File: src/rtl/diff_deser_pkg.sv
// diff_deser_pkg: shared FSM state type, default parameters and counter-width helper
package diff_deser_pkg;
    typedef enum logic [1:0] {HUNT, LOCKED, PARITY} state_t;
    localparam int DEF_WIDTH = 8;
    localparam logic [7:0] DEF_SYNC_WORD = 8'hA5;
    localparam int DEF_FRAME_WORDS = 4;
    function automatic int cnt_w(input int n);
        return (n > 1) ? $clog2(n) : 1;
    endfunction
    localparam int DEF_BIT_CW = cnt_w(DEF_WIDTH);
    localparam int DEF_WORD_CW = cnt_w(DEF_FRAME_WORDS);
endpackage

File: src/rtl/diff_bit_decode.sv
// diff_bit_decode: undoes the XOR-accumulate line code, one bit per rx_valid strobe
module diff_bit_decode (
    input  logic clk,
    input  logic reset,
    input  logic rx_bit,
    input  logic rx_valid,
    output logic d,
    output logic d_valid
);
    logic prev_line;
    // track the last sampled line bit regardless of what the framer is doing
    always_ff @(posedge clk or posedge reset)
        if (reset) prev_line <= 1'b0;
        else if (rx_valid) prev_line <= rx_bit;
    assign d = rx_bit ^ prev_line;
    assign d_valid = rx_valid;
endmodule

File: src/rtl/diff_deser_rx.sv
// diff_deser_rx: sync hunt + word framer with valid/ready output; DIFF_DESER_PARITY_EN adds a per-word even-parity bit
module diff_deser_rx
    import diff_deser_pkg::*;
#(
    parameter int WIDTH = DEF_WIDTH,
    parameter logic [WIDTH-1:0] SYNC_WORD = WIDTH'(DEF_SYNC_WORD),
    parameter int FRAME_WORDS = DEF_FRAME_WORDS
) (
    input  logic             clk,
    input  logic             reset,
    input  logic             rx_bit,
    input  logic             rx_valid,
    output logic [WIDTH-1:0] data_out,
    output logic             data_valid,
    input  logic             data_ready,
    output logic             locked,
    output logic             overrun,
    output logic             parity_err
);
    localparam int BCW = cnt_w(WIDTH);
    localparam int WCW = cnt_w(FRAME_WORDS);
`ifdef DIFF_DESER_PARITY_EN
    localparam bit PAR_EN = 1'b1;
`else
    localparam bit PAR_EN = 1'b0;
`endif
    state_t state, state_n;
    logic [WIDTH-1:0] shreg, sh_next, word;
    logic [BCW-1:0] bit_cnt;
    logic [WCW-1:0] word_cnt;
    logic d, d_valid, bit_last, word_last, load, take, frame_end;

    diff_bit_decode u_dec (
        .clk(clk),
        .reset(reset),
        .rx_bit(rx_bit),
        .rx_valid(rx_valid),
        .d(d),
        .d_valid(d_valid)
    );

    // one register serves as sync window while hunting and as word register while locked
    assign sh_next = {shreg[WIDTH-2:0], d};
    assign bit_last = bit_cnt == BCW'(WIDTH - 1);
    assign word_last = word_cnt == WCW'(FRAME_WORDS - 1);
    assign load = d_valid && (PAR_EN ? state == PARITY : state == LOCKED && bit_last);
    assign word = PAR_EN ? shreg : sh_next;
    assign take = load && (!data_valid || data_ready);
    assign frame_end = load && word_last;

    // state register
    always_ff @(posedge clk or posedge reset)
        if (reset) state <= HUNT;
        else state <= state_n;

    // next-state: lock on sync match, detour through PARITY when enabled, drop out after the last word
    always_comb
        state_n = !d_valid ? state :
                  state == HUNT ? (sh_next == SYNC_WORD ? LOCKED : HUNT) :
                  frame_end ? HUNT :
                  (state == LOCKED && bit_last && PAR_EN) ? PARITY :
                  state == PARITY ? LOCKED : state;

    // outputs decoded from state
    always_comb
        locked = state != HUNT;

    // shift window/word, bit and word counters; window is cleared at frame end so a fresh sync is needed
    always_ff @(posedge clk or posedge reset)
        if (reset) begin
            shreg <= '0;
            bit_cnt <= '0;
            word_cnt <= '0;
        end else if (d_valid) begin
            shreg <= frame_end ? '0 : state == PARITY ? shreg : sh_next;
            bit_cnt <= (state != LOCKED || bit_last) ? '0 : bit_cnt + 1'b1;
            word_cnt <= state == HUNT ? '0 : load ? word_cnt + 1'b1 : word_cnt;
        end

    // output register: load when empty or being drained, otherwise drop the new word and flag overrun
    always_ff @(posedge clk or posedge reset)
        if (reset) begin
            data_out <= '0;
            data_valid <= 1'b0;
            overrun <= 1'b0;
        end else begin
            overrun <= load && data_valid && !data_ready;
            if (take) begin
                data_out <= word;
                data_valid <= 1'b1;
            end else if (data_ready) data_valid <= 1'b0;
        end

`ifdef DIFF_DESER_PARITY_EN
    logic perr;
    // parity verdict travels with the word it was computed for
    always_ff @(posedge clk or posedge reset)
        if (reset) perr <= 1'b0;
        else if (take) perr <= (^shreg) ^ d;
    assign parity_err = perr & data_valid;
`else
    assign parity_err = 1'b0;
`endif
endmodule
File: config.mk
export PLATFORM = sky130hd
export DESIGN_NAME = diff_deser_rx
export DESIGN_NICKNAME = d
export VERILOG_FILES = /design/src/rtl/diff_deser_pkg.sv /design/src/rtl/diff_bit_decode.sv /design/src/rtl/diff_deser_rx.sv
export SDC_FILE = /design/constraint.sdc
export NUM_CORES = 1
export LEC_CHECK = 0
export BUFFER_PORTS_ARGS = -buffer_cell sky130_fd_sc_hd__buf_2
export CORE_MARGIN = 2
export CORE_UTILIZATION = 40
export CTS_CLUSTER_SIZE = 8
export DETAILED_ROUTE_END_ITERATION = 8
export PLACE_DENSITY = 0.62
export SYNTH_ARGS = -nofsm -noshare
export SYNTH_HDL_FRONTEND = slang
export SYNTH_HIERARCHICAL = 1
export SYNTH_SLANG_ARGS = --single-unit
File: constraint.sdc
create_clock -name clk -period 4.1 [get_ports clk]
set_input_delay 0.41 -clock clk [delete_from_list [all_inputs] [get_ports clk]]
set_output_delay 0.41 -clock clk [all_outputs]
set_load 0.005 [all_outputs]
==> qor.yml <==
drv_cap: 0
drive_gt1_frac: 0.323
status: "complete, no violations"
die_w_um: 54.7
critPathMaxStageDelay_ps: 560
synthFlopType: "dfrtp_1"
cts_resized: 0
min_period_over_period: 0.488
clock-root-buffer: "clkbuf_4"
fp.dieH_um: 54.7
wl_per_cell_um: 13.3
fin_util: 0.476
final_cell_area_um2: 1170
rows: 18
ir_worst_vdd_uv: 303
hold_class: "input port to flip-flop"
avgSynthCellArea_um2: 13.2
cts.sinks: 24
yosysTopAreaCell: "dfrtp_1"
numPortBuffers: 15
rsz0062_at_grt: "false"
finalCriticalPeriod_ps: 2000
start_kind: "flip-flop"
clk_latency_ps: 310
routed-via-count: 647
max_freq_mhz: 500
crit_arrival_ps: 2220
syn_inst: 78
area_growth_pct: 13.6
dp_hpwl_um: 1180
grt_max_degree: 24
cp.buffers_inverters: 0
drt_iter0_drc: 6
nNetsFinal: 102
power_density_nw_per_um2: 403
finalHoldViolCount: 0
pin_count: 17
clockBufferDepth: 2
cts-htree-levels: 1
ys_seq_elements: 24
core_region_area_um2: 2450
synth_cell_types: 23
syn_area_um2: 1030
p_total_mw: 0.471
relSlewSlack: 0.436
grt_pass1_wl_um: 2750
yosys.area.top_type_share: 0.584
worstMarginPinSlew_ps: 846
path_class: "flip-flop to flip-flop"
synth_edf_count: 0
critPathTopFamily: "simple AND/OR/NAND/NOR gates"
cts_tree: "yes"
synth_most_common_cell: "dfrtp_1"
gp_congestion: 0.700
cts.clk_slew.worst_paths_ps: 130
cp_common_cell: "ha_1"
place_area_um2: 1110
vias_per_cell: 5.26
ant_nets: 0
start_util: 0.419
yosysSeqAreaShare: 0.584
synth_area_leaders: "dfrtp_1 58%, mux2_2 9.9%, a22o_1 7.7%"
synth_fp_nets: 86
crit_path_top_delay_cell: "nor2b_1"
crit_required_ps: 4320
gr-total-overflow: 0
drtPass1Iterations: 4
drt_wl_total_um: 1640
grt_pass1_vias: 612
drc: 0
grt_use_total: 0.131
n_antenna_cell: 0
tns_ps: 0
dieArea_um2: 2990
cts_buffers: 3
synthTopCellsByCount: "24 x dfrtp_1, 9 x a22o_1, 9 x mux2_2"
drv_slew: 0
crit_path_end_kind: "flip-flop"
reg2reg_slack_ps: 2100
finalSetupViolations: 0
ys_warn_count: 6
antenna_found_initial: 0
clock_skew_ps: 2.86
cp_max_fo: 8
crit_chain: "ha_1 -> ha_1 -> nand3_2 -> nor2b_1 -> mux2_2"
synth-async-reset-ratio: 1.00
leakage_nw: 0.613
-- flip-flops by register name, summed over array words and instances (netlist names) --
signal / count
overrun: 1
bit_cnt: 3
u_dec/prev_line: 1
data_out: 8
data_valid: 1
word_cnt: 2
shreg: 7
state: 1
-- final timing paths --
kind | cells past startpoint | endpoint | from
max | 5 | data_out[1] | bit_cnt[0]
min | 2 | u_dec/prev_line | rx_bit
max reg2reg | 5 | data_out[1] | bit_cnt[0]
min reg2reg | 1 | bit_cnt[2] | bit_cnt[2]
max in group asynchronous | 3 | bit_cnt[1] | reset
min in group asynchronous | 3 | u_dec/prev_line | reset
-- logic make-up (layout without fill, tap and decap cells) --
logic type,count (synthesis),in the layout,synth area share
AOI/OAI and AO/OA,14,14,0.113
buffers and inverters,9,24,0.0487
muxes,11,11,0.123
xor gates and xnor gates,1,1,0.00852
and+or+nand+nor,15,15,0.0827
other,1,1,0.00365
DFF,24,24,0.584
adders and majority gates,3,3,0.0365
-- area by class of cell --
type | count | area (µm²)
clock inverter | 1 | 30.0
sequential | 24 | 601
timing repair buffer | 16 | 85.1
tap | 30 | 37.5
clock buffer | 3 | 22.5
multi-input combinational | 45 | 378
fill | 234 | 1290
inverter | 4 | 15.0
-- power breakdown --
part / internal (mW) / total [mW] / switching (mW)
logic: 0.0180 / 0.0349 / 0.0169
clock network: 0.0989 / 0.169 / 0.0705
registers: 0.251 / 0.266 / 0.0156
total: 0.368 / 0.471 / 0.103
-- through the flow --
stage | cells | hold slack, ps | setup slack [ps]
2_1_floorplan | 78 | 139 | 2550
3_3_place_gp | 118 | 253 | 2120
3_5_place_dp | 118 | 261 | 2060
4_1_cts | 123 | 335 | 2050
5_1_grt | 123 | 337 | 1900
6_report | 123 | 349 | 2100
-- per-layer routing --
layer / vias up / wire (µm) / track usage
li1: 306 / - / -
met5: - / 0 / 0
met3: 3 / 80 / 0.0246
met4: 0 / 23 / 0.0625
met2: 16 / 757 / 0.204
met1: 322 / 776 / 0.173
-- layout by cell type, fill, tap and decap left out, drive strengths merged --
cell type / synthesis / routed
nand2: 5 / 5
o2bb2ai: 2 / 2
o21ai: 1 / 1
a31oi: 1 / 1
bufinv: 0 / 1
mux2: 10 / 10
nand2b: 2 / 2
inv: 4 / 4
nor2b: 1 / 1
mux2i: 1 / 1
xor2: 1 / 1
clkbuf: 0 / 3
buf: 5 / 15
nand4b: 1 / 1
nand3: 3 / 3
nor2: 2 / 2
ha: 3 / 3
o41ai: 1 / 1
conb: 1 / 1
nand4bb: 1 / 1
dlygate4sd3: 0 / 1
a22o: 9 / 9
dfrtp: 24 / 24
-- repair_timing --
item / 4_1_cts / 5_1_grt
buffers inserted: 0 / 0
hold buffers: 1 / 0
hold endpoints to repair: 1 / 0
Power figures use the tool's default switching activity.
